<file path="src/rtl/dmem_access_unit.sv">
// Load/store engine between the CPU mem stage and a word-wide, async-read/sync-write data memory.
// Sub-word stores are done as read-modify-write; loads are lane-selected and extended here.
module dmem_access_unit #(
    parameter int MEM_DEPTH   = 16384,
    parameter bit CHECK_ALIGN = 1'b1
) (
    input  logic        clk,
    input  logic        reset,
    // Handshake: a request transfers on a posedge where req_valid && req_ready; the
    // requester holds it stable until then. resp_valid is a single-cycle completion pulse.
    input  logic        req_valid,
    output logic        req_ready,
    input  logic        req_write,
    input  logic [2:0]  req_funct3,
    input  logic [31:0] req_addr,
    input  logic [31:0] req_wdata,
    output logic        resp_valid,
    output logic [31:0] resp_rdata,
    output logic        resp_error,
    output logic [31:0] mem_addr,
    output logic [31:0] mem_din,
    output logic        mem_read,
    output logic        mem_write,
    input  logic [31:0] mem_dout,
    output logic [2:0]  dbg_state
);

    typedef enum logic [2:0] {
        S_IDLE   = 3'd0,
        S_LOAD   = 3'd1,
        S_RMW_RD = 3'd2,
        S_STORE  = 3'd3,
        S_ERR    = 3'd4,
        S_RESP   = 3'd5
    } state_t;

    localparam logic [33:0] ADDR_LIMIT = 34'(MEM_DEPTH) * 34'd4;

    state_t      state, state_next;
    logic [2:0]  funct3_q;
    logic [31:0] addr_q;
    logic [31:0] wdata_q;
    logic [31:0] merge_q;

    logic        accept;
    logic        req_err;
    logic [31:0] req_addr_eff;
    logic [7:0]  lane_byte;
    logic [15:0] lane_half;
    logic [31:0] load_value;
    logic [31:0] store_word;

    assign accept    = req_valid && req_ready;
    assign dbg_state = state;

    // Request decode: error classification and, when alignment is not enforced, address trimming.
    always_comb begin
        req_err      = 1'b0;
        req_addr_eff = req_addr;
        if (req_funct3 == 3'b011 || req_funct3 == 3'b110 || req_funct3 == 3'b111)
            req_err = 1'b1;
        if (req_write && req_funct3[2])
            req_err = 1'b1;
        if (CHECK_ALIGN) begin
            if (req_funct3[1:0] == 2'b01 && req_addr[0])
                req_err = 1'b1;
            if (req_funct3 == 3'b010 && req_addr[1:0] != 2'b00)
                req_err = 1'b1;
        end else begin
            if (req_funct3[1:0] == 2'b01)
                req_addr_eff[0] = 1'b0;
            if (req_funct3 == 3'b010)
                req_addr_eff[1:0] = 2'b00;
        end
        if ({2'b00, req_addr} >= ADDR_LIMIT)
            req_err = 1'b1;
    end

    always_comb begin
        lane_byte = mem_dout[{addr_q[1:0], 3'b000} +: 8];
        lane_half = mem_dout[{addr_q[1], 4'b0000} +: 16];
        case (funct3_q)
            3'b000:  load_value = {{24{lane_byte[7]}}, lane_byte};
            3'b100:  load_value = {24'd0, lane_byte};
            3'b001:  load_value = {{16{lane_half[15]}}, lane_half};
            3'b101:  load_value = {16'd0, lane_half};
            default: load_value = mem_dout;
        endcase
    end

    // SW writes wdata directly; SB/SH patch their lane into the word read in RMW_RD.
    always_comb begin
        store_word = merge_q;
        case (funct3_q[1:0])
            2'b00:   store_word[{addr_q[1:0], 3'b000} +: 8] = wdata_q[7:0];
            2'b01:   store_word[{addr_q[1], 4'b0000} +: 16] = wdata_q[15:0];
            default: store_word = wdata_q;
        endcase
    end

    always_ff @(posedge clk) begin
        if (reset)
            state <= S_IDLE;
        else
            state <= state_next;
    end

    always_comb begin
        state_next = state;
        req_ready  = 1'b0;
        resp_valid = 1'b0;
        mem_read   = 1'b0;
        mem_write  = 1'b0;
        mem_addr   = 32'd0;
        mem_din    = 32'd0;
        case (state)
            S_IDLE: begin
                req_ready = ~reset;
                if (accept) begin
                    if (req_err)
                        state_next = S_ERR;
                    else if (!req_write)
                        state_next = S_LOAD;
                    else if (req_funct3 == 3'b010)
                        state_next = S_STORE;
                    else
                        state_next = S_RMW_RD;
                end
            end
            S_LOAD: begin
                mem_read   = ~reset;
                mem_addr   = {addr_q[31:2], 2'b00};
                state_next = S_RESP;
            end
            S_RMW_RD: begin
                mem_read   = ~reset;
                mem_addr   = {addr_q[31:2], 2'b00};
                state_next = S_STORE;
            end
            S_STORE: begin
                mem_write  = ~reset;
                mem_addr   = {addr_q[31:2], 2'b00};
                mem_din    = store_word;
                state_next = S_RESP;
            end
            S_ERR: begin
                state_next = S_RESP;
            end
            S_RESP: begin
                resp_valid = ~reset;
                state_next = S_IDLE;
            end
            default: begin
                state_next = S_IDLE;
            end
        endcase
    end

    // Response fields update on the edge into RESP and then hold until the next response.
    always_ff @(posedge clk) begin
        if (reset) begin
            funct3_q   <= 3'd0;
            addr_q     <= 32'd0;
            wdata_q    <= 32'd0;
            merge_q    <= 32'd0;
            resp_rdata <= 32'd0;
            resp_error <= 1'b0;
        end else begin
            if (accept) begin
                funct3_q <= req_funct3;
                addr_q   <= req_addr_eff;
                wdata_q  <= req_wdata;
            end
            case (state)
                S_LOAD: begin
                    resp_rdata <= load_value;
                    resp_error <= 1'b0;
                end
                S_RMW_RD: begin
                    merge_q <= mem_dout;
                end
                S_STORE: begin
                    resp_rdata <= 32'd0;
                    resp_error <= 1'b0;
                end
                S_ERR: begin
                    resp_rdata <= 32'd0;
                    resp_error <= 1'b1;
                end
                default: begin
                end
            endcase
        end
    end

endmodule

</file>
<file path="config.mk">
export PLATFORM = sky130hd
export DESIGN_NAME = dmem_access_unit
export DESIGN_NICKNAME = d
export VERILOG_FILES = /design/src/rtl/dmem_access_unit.sv
export SDC_FILE = /design/constraint.sdc
export NUM_CORES = 1
export LEC_CHECK = 0
export BUFFER_PORTS_ARGS = -buffer_cell sky130_fd_sc_hd__buf_2
export CAP_MARGIN = 10
export CORE_ASPECT_RATIO = 1.25
export CORE_MARGIN = 2
export CORE_UTILIZATION = 25
export CTS_CLUSTER_DIAMETER = 120
export CTS_CLUSTER_SIZE = 40
export DETAILED_ROUTE_END_ITERATION = 7
export HOLD_SLACK_MARGIN = 0.08
export PLACE_DENSITY = 0.52
export SYNTH_ARGS = -nofsm -noshare
export SYNTH_HDL_FRONTEND = slang
export SYNTH_SLANG_ARGS = --single-unit
export TNS_END_PERCENT = 20
</file>
<file path="constraint.sdc">
create_clock -name clk -period 4.1 [get_ports clk]
set_input_delay 0.615 -clock clk [delete_from_list [all_inputs] [get_ports clk]]
set_output_delay 0.615 -clock clk [all_outputs]
set_load 0.1 [all_outputs]
</file>
==> results of run 1 <==
==> per-layer routing <==
| metal | up-vias | GRT usage (%) | share of wire (%) |
|---|---|---|---|
| met3 | 43 | 4.90 | 7.3 |
| met1 | 3051 | 21.2 | 42 |
| li1 | 3290 | - | - |
| met4 | 0 | 8.08 | 3.5 |
| met5 | - | 0 | 0 |
| met2 | 220 | 28.7 | 47 |
==> cell type report <==
cell class              count  area (sq um)  share of cell area [%]
clock inverters            11           149                    1.75
flip-flops and latches    135          2700                    31.7
diodes                      3          7.51                  0.0880
well taps                 340           425                    4.99
multi-input cells         636          3500                    41.1
clock buffers              20           457                    5.35
inverters                   7          26.3                   0.308
repair buffers            220          1260                    14.8
==> state kept, by name, indices dropped and copies added (netlist names) <==
name        flops
addr_q         32
merge_q        32
resp_rdata     32
wdata_q        32
dbg_state       3
funct3_q        3
resp_error      1
==> through the flow <==
stage	total power (uW)	area, sq um
global placement	2180	7920
CTS	3790	8520
finish	3740	8530
detailed placement	2190	7920
global route	3910	8530
floorplan	2000	6620
==> path summary, 6_finish.rpt <==
check	from	endpoint	slack (ns)	depth (start not counted)
min	req_wdata[3]	wdata_q[3]	0.39	3
max	addr_q[0]	mem_din[23]	0.37	7
min reg2reg	addr_q[15]	addr_q[15]	0.44	2
max reg2reg	dbg_state[2]	addr_q[28]	1.65	5
==> power by group <==
group	switching, uW	internal, uW	total (uW)
Sequential	71.1	1390	1460
Combinational	526	176	701
Clock	593	986	1580
==> cells by family after synthesis <==
kind of cell / after synthesis / share of synthesized area [%]
flip-flops: 135 / 40.9
buffers and inverters: 78 / 6.40
multiplexers: 18 / 3.12
other: 1 / 0.0567
adder cells (fa/ha/maj): 5 / 0.946
AO/OA/AOI/OAI: 258 / 25.0
AND/OR/NAND/NOR: 353 / 23.6
==> synthesized netlist by cell type (4+ instances only) <==
library cell	n
nor2_1	35
mux2i_1	8
o31ai_1	9
o22ai_1	9
clkbuf_1	27
a211o_1	8
and2_1	33
a22oi_1	19
o21ai_0	28
nor2b_1	6
nor3_1	4
o21ai_1	73
a211oi_1	4
a221oi_1	17
mux2_2	8
ha_1	5
nand2_1	247
inv_1	6
dfxtp_1	135
buf_4	8
buf_2	26
nor4_1	5
a21oi_1	57
buf_6	9
a22o_1	8
a222oi_1	8
==> tightest hold or removal path, stage by stage <==
cell and delay [ns]:
buf_2 0.07, nand2_1 0.04, o21ai_1 0.05
==> summary.txt, run 1 <==
Outcome
  • Result of the run: completed

Global routing
  • Largest net degree at the start of global routing: 110
  • Antenna violations before repair: 2
  • Vias in the first global route: 6,217
  • Wire length of the first global-routing pass: 36.7 mm
  • Remaining global-route overflow: 0
  • Overall fraction of global-route tracks in use: 17.5%

Pwr
  • Ratio of total power to cell area: 438 nW/um^2
  • Leakage: 0.00344 uW
  • VDD IR max: 0.259 mV

Cells and area
  • Growth of design area from synthesis to finish: 29.0%
  • Top library cells by usage in the layout, fill and taps aside: 247 x nand2_1, 196 x buf_2, 135 x dfxtp_1
  • Util after Layout: 32.8%
  • Total number of nets in the final design: 1,125
  • Ratio of cells with drive above 1 in the final layout: 26.9%
  • Fill cell total of the finished layout: 2,776
  • Non-filler cells, final: 1,372
  • Commonest non-fill, non-tap cell in the layout: nand2_1

Setup path
  • Path type of the worst setup path: reg2out
  • Crit path max fanout: 14
  • Worst setup SP type: register
  • Critical Path AT: 3.11 ns
  • Delay-heaviest family, CP: compound AO/OA/AOI/OAI gates
  • Endpoint required time on the critical path: 3.48 ns
  • Bufs and invs on worst path: 2
  • CP endpoint kind: output pin
  • Crit-path max cell delay: 0.62 ns
  • Cell-by-cell listing of the critical path: inv_1 -> ha_1 -> nand3b_1 -> o31ai_2 -> a221oi_1 -> nor2_1 -> buf_2
  • CP max stage cell: dfxtp_1

Synthesis
  • Synth warn: 0
  • Yosys top cell by area: dfxtp_1
  • Mean Syn Cell Area: 7.80 sq um
  • Number of distinct library cells after synthesis: 62
  • Post-synthesis instance total: 848
  • Synthesized flop and latch total: 135
  • Netlist area before placement: 6610 sq um
  • EDFF count, synth: 0
  • Synth Flop Type: dfxtp_1
  • Synth top area share: 40.9%
  • Sequential share of the synthesized area: 40.9%
  • Proportion of register bits with asynchronous set or reset after synthesis: 0%
  • Leading post-synthesis cells by cell area: dfxtp_1 41%, nand2_1 14%, o21ai_1 5.5%

Clocking
  • Total setup buffers inserted after CTS: 0
  • Cts-stage hold buffer count: 0
  • H-Tree Level Count: 4
  • Clock buffer count from CTS: 17
  • Clock latency on the worst-skew pair: 0.42 ns
  • Post-CTS sizing: 0
  • Clock tree from TritonCTS: built
  • Clock-pin slew on the worst setup and hold paths: 0.06 ns
  • Clk root buf: clkbuf_16
  • Maximum buffer depth of the clock tree: 2
  • Number of clock sinks: 135

STA
  • Max-slew headroom: 26.7%
  • Final critical-path setup slack: 0.372 ns
  • Actual transition at the worst max-transition pin: 1.10 ns
  • Hold Vio Cnt, Final: 0
  • Fin. max-slew vios: 0
  • Setup repair after global routing missed its margin: false
  • Highest achievable clock rate: 268 MHz
  • Setup violations, final: 0
  • Post-route worst hold slack: 0.389 ns
  • Part of the cycle the worst path needs: 90.9%
  • TNS Setup: 0 ns
  • Worst-case clock skew: 0.0111 ns
  • Final worst path period need: 3.73 ns

Floorplanning
  • Core footprint: 26,000 sq um
  • DIE WIDTH: 149 um
  • Std cell rows: 66
  • Vertical extent of the die: 186 um
  • Area enclosed by the die boundary: 27,800 sq um
  • Ports placed on the boundary: 207
  • Initial cell density of the core: 25.4%

Routing
  • Post-detailed-route wirelength per cell: 17.9 um
  • Final wirelength: 24.5 mm
  • Detailed-routing iteration count for the pre-antenna-repair pass: 5
  • Vias post-DR: 6,604
  • Number of DRC markers after the initial detailed-route iteration: 418
  • Number of antenna-violating nets in the routed design: 0
  • DRC violations left: 0
  • Via count normalized by instance count: 4.81

Job
  • Count of maximum capacitance violations: 0

Placed design
  • Placed wire-length estimate: 18.0 mm
  • Placed cell count: 1,338
  • Final weighted congestion in routability-driven placement: 0.856
  • Pre-CTS setup slack: 0.848 ns
  • Number of port buffers: 204

Min path
  • Min-Delay Path Class: in2reg
(Power assumes the default switching activity.)
==> inputs of run 2 (changes only) <==
--- a/config.mk
+++ b/config.mk
@@ -5,8 +5,10 @@
 export SDC_FILE = /design/constraint.sdc
 export NUM_CORES = 1
 export LEC_CHECK = 0
-export BUFFER_PORTS_ARGS = -buffer_cell sky130_fd_sc_hd__buf_2
+export BUFFER_PORTS_ARGS = -buffer_cell sky130_fd_sc_hd__buf_4
 export CAP_MARGIN = 10
+export CELL_PAD_IN_SITES_DETAIL_PLACEMENT = 1
+export CELL_PAD_IN_SITES_GLOBAL_PLACEMENT = 1
 export CORE_ASPECT_RATIO = 1.25
 export CORE_MARGIN = 2
 export CORE_UTILIZATION = 25
@@ -14,7 +16,7 @@
 export CTS_CLUSTER_SIZE = 40
 export DETAILED_ROUTE_END_ITERATION = 7
 export HOLD_SLACK_MARGIN = 0.08
-export PLACE_DENSITY = 0.52
+export PLACE_DENSITY = 0.65
 export SYNTH_ARGS = -nofsm -noshare
 export SYNTH_HDL_FRONTEND = slang
 export SYNTH_SLANG_ARGS = --single-unit
==> run 2 against run 1 <==
- count of clock-buffer cells in the layout decreased by 2
- flip-flop and latch count unchanged
- critical path type unchanged
- critical path depth increased by 1
- wire length increased by 3.6%
- combinational power increased by 6.3%
- largest cell class unchanged
- non-clock buffer count decreased by 1
- final cell count decreased by 0.22%
- highest routed layer unchanged
- critical endpoint is now mem_din[29]
- via count increased by 1.1%
- register-to-register slack improved by 0.15 ns
- worst setup slack got worse by 0.047 ns
==> summary.txt, run 2 (synthesis gave the netlist of run 1 again) <==
Outcome
  • Result of the run: completed

STA
  • Part of the cycle the worst path needs: 92.1%
  • Hold Vio Cnt, Final: 0
  • TNS Setup: 0 ns
  • Worst-case clock skew: 0.0115 ns
  • Max-slew headroom: 48.5%
  • Setup repair after global routing missed its margin: false
  • Actual transition at the worst max-transition pin: 0.770 ns
  • Setup violations, final: 0
  • Highest achievable clock rate: 265 MHz
  • Fin. max-slew vios: 0
  • Final worst path period need: 3.77 ns

Setup path
  • CP endpoint kind: output pin
  • Critical Path AT: 3.16 ns
  • Critical Path Most Common Cell: buf_4
  • Cell-by-cell listing of the critical path: inv_1 -> ha_1 -> nor4bb_1 -> buf_4 -> a221oi_1 -> a211o_1 -> a21oi_1 -> buf_4
  • Path type of the worst setup path: reg2out
  • Worst setup SP type: register
  • Endpoint required time on the critical path: 3.48 ns
  • Critical register-to-register path endpoint: wdata_q[17]
  • Worst reg2reg path startpoint: dbg_state[2]
  • R2r setup slk: 1.80 ns
  • Worst r2r path cells: 5
  • Crit-path max cell delay: 0.63 ns
  • Crit path max fanout: 14
  • CP max stage cell: dfxtp_1

Routing
  • Detailed-routing iteration count for the pre-antenna-repair pass: 5
  • Via count normalized by instance count: 4.88
  • Number of antenna-violating nets in the routed design: 0
  • Number of DRC markers after the initial detailed-route iteration: 395
  • DRC violations left: 0
  • Vias post-DR: 6,678
  • Post-detailed-route wirelength per cell: 18.6 um
  • Final wirelength: 25.4 mm

Placed design
  • Number of port buffers: 204
  • DP Area: 8300 sq um
  • Placed wire-length estimate: 19.0 mm
  • Final weighted congestion in routability-driven placement: 0.845

Cells and area
  • Commonest non-fill, non-tap cell in the layout: nand2_1
  • Fill cell total of the finished layout: 3,175
  • Final design area excluding fillers: 8870 sq um
  • Ratio of cells with drive above 1 in the final layout: 27.0%
  • Total number of nets in the final design: 1,124
  • Top library cells by usage in the layout, fill and taps aside: 247 x nand2_1, 219 x buf_4, 135 x dfxtp_1
  • Growth of design area from synthesis to finish: 34.1%
  • Number of antenna repair diodes: 0

Floorplanning
  • Area enclosed by the die boundary: 27,800 sq um
  • Vertical extent of the die: 186 um
  • Initial cell density of the core: 25.4%
  • DIE WIDTH: 149 um
  • Core footprint: 26,000 sq um
  • Std cell rows: 66
  • Ports placed on the boundary: 207

Clocking
  • Clock latency on the worst-skew pair: 0.42 ns
  • Total setup buffers inserted after CTS: 0
  • Clk root buf: clkbuf_16
  • H-Tree Level Count: 4
  • Cts-stage hold buffer count: 0
  • Number of clock sinks: 135
  • Clock-pin slew on the worst setup and hold paths: 0.07 ns
  • Post-CTS sizing: 0
  • Clock buffer count from CTS: 17
  • Maximum buffer depth of the clock tree: 2
  • Clock tree from TritonCTS: built

Global routing
  • Met3 usage in global routing: 4.53%
  • Met1 track demand over resource: 22.0%
  • Overall fraction of global-route tracks in use: 18.2%
  • Remaining global-route overflow: 0
  • Largest net degree at the start of global routing: 72
  • Vias in the first global route: 6,628
  • Top Usage Layer GRT: met2
  • M2 GR Usage: 31.5%
  • Wire length of the first global-routing pass: 38.5 mm
  • Antenna violations before repair: 0

Pwr
  • VDD IR max: 0.262 mV
  • Ratio of total power to cell area: 418 nW/um^2
  • Leakage: 0.00348 uW

Min path
  • Worst min-delay path startpoint: req_addr[14]
  • Hold path cells: 3
  • Min-Delay Path Class: in2reg
  • Hold Path End: addr_q[14]

Job
  • Count of maximum capacitance violations: 0
-- run 2: cell types whose count changed in the layout (fill, tap and decap cells not counted), sizes merged --
| cell | previous run | this run |
|---|---|---|
| buf | 220 | 219 |
| bufinv | 3 | 0 |
| clkbuf | 20 | 18 |
| clkinv | 4 | 2 |
| diode | 3 | 0 |
| inv | 8 | 16 |
-- run 2: final cells by class --
cell class,instances,area [sq um],area share (%)
Clock buffer,18,439,4.95
Clock inverter,14,129,1.45
Inverter,7,26.3,0.296
Multi-Input combinational cell,636,3500,39.5
Sequential cell,135,2700,30.5
Tap cell,340,425,4.80
Timing Repair Buffer,219,1640,18.5
-- run 2: worst max-delay path by stage --
stage	startpoint	slack, ns	endpoint
2_1_floorplan	dbg_state[0]	0.1	mem_din[30]
3_3_place_gp	addr_q[0]	0.96	mem_din[28]
3_5_place_dp	addr_q[0]	0.86	mem_din[30]
4_1_cts	addr_q[0]	0.36	mem_din[30]
5_1_grt	addr_q[0]	0.11	mem_din[27]
6_report	addr_q[0]	0.33	mem_din[29]
-- run 2: power by group --
group / switching (uW) / total (uW) / internal (uW)
clock network: 681 / 1500 / 818
registers: 72.2 / 1460 / 1390
logic: 524 / 745 / 222
total: 1280 / 3700 / 2430
-- run 2: per-layer routing --
metal | vias up | wire, um | share of wire, %
met1 | 3203 | 10900 | 43
met4 | 0 | 580 | 2.3
met5 | - | 0 | 0
met3 | 35 | 1390 | 5.4
li1 | 3287 | - | -
met2 | 153 | 12600 | 49
-- run 2: critical path, delay by kind of cell, from the launching register on --
family                   cells  cell delay (ns)
AO/OA/AOI/OAI                3             0.61
adder cells (fa/ha/maj)      1             0.40
buffers and inverters        3             0.78
flip-flops                   1             0.63
AND/OR/NAND/NOR              1             0.32
-- run 2: per-stage QoR --
| step | hold WS, ns | setup slack (ns) | total power, uW | util (%) | instances |
|---|---|---|---|---|---|
| after global placement | 0.431 | 0.955 | 2230 | 31.9 | 1337 |
| after CTS | 0.369 | 0.363 | 3760 | 34.1 | 1369 |
| final | 0.387 | 0.325 | 3700 | 34.1 | 1369 |
| after floorplan | 0.424 | 0.0994 | 2000 | - | 849 |
| after global routing | 0.386 | 0.108 | 3880 | 34.1 | 1369 |
| after detailed placement | 0.438 | 0.864 | 2240 | 31.9 | 1337 |
==> inputs of run 3 (changes only) <==
--- a/config.mk
+++ b/config.mk
@@ -5,6 +5,7 @@
 export SDC_FILE = /design/constraint.sdc
 export NUM_CORES = 1
 export LEC_CHECK = 0
+export ABC_AREA = 1
 export BUFFER_PORTS_ARGS = -buffer_cell sky130_fd_sc_hd__buf_4
 export CAP_MARGIN = 10
 export CELL_PAD_IN_SITES_DETAIL_PLACEMENT = 1
@@ -16,7 +17,7 @@
 export CTS_CLUSTER_SIZE = 40
 export DETAILED_ROUTE_END_ITERATION = 7
 export HOLD_SLACK_MARGIN = 0.08
-export PLACE_DENSITY = 0.65
+export PLACE_DENSITY = 0.67
 export SYNTH_ARGS = -nofsm -noshare
 export SYNTH_HDL_FRONTEND = slang
 export SYNTH_SLANG_ARGS = --single-unit
==> run 3 against run 2 <==
- synthesized cell count increased by 25%
- non-clock buffer count increased by 1
- register-to-register slack improved by 0.08 ns
- wire length increased by 13%
- clock skew decreased by 0.00062 ns
- fmax increased by 14%
- die area increased by 5.1%
- power increased by 15%
- critical path type unchanged
- largest power group unchanged
==> summary.txt, run 3 <==
Synthesis
  • Netlist area before placement: 6960 sq um
  • Sequential share of the synthesized area: 38.8%
  • EDFF count, synth: 0
  • Ranking of synthesized cells by instance count: 252 x nand2_1, 135 x dfxtp_1, 125 x nor2_1
  • Count leader, synth: nand2_1
  • Synth top area share: 38.8%
  • Leading post-synthesis cells by cell area: dfxtp_1 39%, nand2_1 14%, a21oi_1 8.1%
  • Yosys top cell by area: dfxtp_1
  • Number of distinct library cells after synthesis: 30
  • Proportion of register bits with asynchronous set or reset after synthesis: 0%
  • Post-synthesis instance total: 1,060
  • Mean Syn Cell Area: 6.57 sq um
  • Synth Flop Type: dfxtp_1
  • Synthesized flop and latch total: 135
  • Synth warn: 0

Floorplanning
  • Core footprint: 27,500 sq um
  • Area enclosed by the die boundary: 29,200 sq um
  • Ports placed on the boundary: 207
  • Vertical extent of the die: 191 um
  • DIE WIDTH: 153 um
  • Std cell rows: 68
  • Initial cell density of the core: 25.3%

STA
  • Worst-case clock skew: 0.0109 ns
  • Fin. max-slew vios: 0
  • TNS Setup: 0 ns
  • Setup violations, final: 0
  • Part of the cycle the worst path needs: 80.6%
  • Hold Vio Cnt, Final: 0
  • Highest achievable clock rate: 302 MHz
  • Max-slew headroom: 32.5%
  • Final worst path period need: 3.31 ns
  • Setup repair after global routing missed its margin: false
  • Actual transition at the worst max-transition pin: 1.01 ns

Global routing
  • Wire length of the first global-routing pass: 43.7 mm
  • Antenna violations before repair: 0
  • Vias in the first global route: 7,647
  • Remaining global-route overflow: 0
  • Largest net degree at the start of global routing: 83
  • Overall fraction of global-route tracks in use: 19.1%

Outcome
  • Result of the run: completed

Clocking
  • Total setup buffers inserted after CTS: 0
  • H-Tree Level Count: 4
  • Clock buffer count from CTS: 17
  • Cts-stage hold buffer count: 0
  • Clock latency on the worst-skew pair: 0.43 ns
  • Clock-pin slew on the worst setup and hold paths: 0.07 ns
  • Maximum buffer depth of the clock tree: 2
  • Clock tree from TritonCTS: built
  • Number of clock sinks: 135
  • Clk root buf: clkbuf_16
  • Post-CTS sizing: 0

Cells and area
  • Commonest non-fill, non-tap cell in the layout: nand2_1
  • Growth of design area from synthesis to finish: 35.5%
  • Fill cell total of the finished layout: 3,503
  • Ratio of cells with drive above 1 in the final layout: 21.4%
  • Number of antenna repair diodes: 0
  • Total number of nets in the final design: 1,336
  • Top library cells by usage in the layout, fill and taps aside: 252 x nand2_1, 220 x buf_4, 135 x dfxtp_1

Setup path
  • CP endpoint kind: output pin
  • Crit-path max cell delay: 0.47 ns
  • Delay-heaviest family, CP: buffers and inverters
  • Critical Path AT: 2.69 ns
  • Endpoint required time on the critical path: 3.48 ns
  • Cell-by-cell listing of the critical path: buf_4 -> inv_2 -> buf_4 -> o21ai_1 -> inv_1 -> o22ai_1 -> nor2_1 -> buf_4
  • Critical Path Most Common Cell: buf_4
  • Bufs and invs on worst path: 5
  • Worst setup SP type: register
  • Path type of the worst setup path: reg2out
  • R2r setup slk: 1.88 ns
  • CP max stage cell: o21ai_1
  • Crit path max fanout: 34

Pwr
  • Sum of internal, switching and leakage power: 4250 uW
  • Fraction of power spent switching nets: 33.7%
  • Relative contribution of combinational cells to total power: 22.8%
  • Leakage: 0.00390 uW
  • Ratio of total power to cell area: 451 nW/um^2
  • P_sw: 1430 uW
  • Clock Power Share: 42.8%
  • Sequential Power Share: 34.4%
  • VDD IR max: 0.277 mV
  • Internal power consumption: 2820 uW

Min path
  • Min-Delay Path Class: in2reg

Placed design
  • Number of port buffers: 204
  • Placed wire-length estimate: 21.6 mm
  • Final weighted congestion in routability-driven placement: 0.879

Routing
  • Number of DRC markers after the initial detailed-route iteration: 512
  • DRC violations left: 0
  • Number of antenna-violating nets in the routed design: 0
  • Final wirelength: 28.7 mm
  • Detailed-routing iteration count for the pre-antenna-repair pass: 5
  • Post-detailed-route wirelength per cell: 18.0 um
  • Vias post-DR: 7,781
  • Via count normalized by instance count: 4.89

Job
  • Count of maximum capacitance violations: 0
## run 3: per-stage QoR
| stage | hold WS (ns) | utilization (%) | cells | cell area (sq um) | setup slack [ns] |
|---|---|---|---|---|---|
| detailed placement | 0.459 | 31.8 | 1559 | 8740 | 1.28 |
| floorplan | 0.441 | - | 1061 | 6970 | 0.102 |
| finish | 0.381 | 34.3 | 1591 | 9430 | 0.794 |
| CTS | 0.370 | 34.3 | 1591 | 9430 | 0.819 |
| global route | 0.378 | 34.3 | 1591 | 9430 | 0.639 |
| global placement | 0.454 | 31.8 | 1559 | 8740 | 1.35 |
## run 3: metal layers
layer,routed length [um],part of all wire (%),GRT usage (%)
met1,13000,45,25.3
met2,13800,48,32.2
met3,1420,4.9,3.23
met4,448,1.6,5.13
met5,0,0,0
## run 3: final timing paths
| kind | startpoint | cells after the start | end |
|---|---|---|---|
| worst max register to register | funct3_q[1] | 8 | resp_rdata[31] |
| worst min-delay path | req_addr[11] | 3 | addr_q[11] |
| worst max-delay path | funct3_q[1] | 8 | mem_din[6] |
| worst min register to register | resp_rdata[31] | 2 | resp_rdata[31] |
## run 3: logic make-up (layout without fill, tap and decap cells)
| group | after synthesis | in the layout | synth area share, % |
|---|---|---|---|
| simple gates | 425 | 425 | 24.3 |
| flops | 135 | 135 | 38.8 |
| other cells | 1 | 2 | 0.0539 |
| buf+inv | 178 | 358 | 10.4 |
| fa+ha+maj | 5 | 5 | 0.899 |
| compound gates | 316 | 316 | 25.6 |
## run 3: cell type report
type	count	area (sq um)	area share (%)
clock buffer	17	425	4.51
multi-input combinational	748	3550	37.6
sequential	135	2700	28.7
inverter	106	398	4.22
tap	350	438	4.64
timing repair buffer	220	1650	17.5
clock inverter	15	264	2.80
## run 3: power by group through the flow
stage	combinational (uW)	clock [uW]	sequential, uW
2_1_floorplan	511	0	1640
4_1_cts	975	1860	1460
5_1_grt	1050	1910	1470
3_5_place_dp	972	0	1490
3_3_place_gp	961	0	1490
6_report	970	1820	1460
## run 3: tightest hold or removal path, cell delays in order
cell and delay, ns:
buf_4 0.08, nand2_1 0.04, o31ai_1 0.05
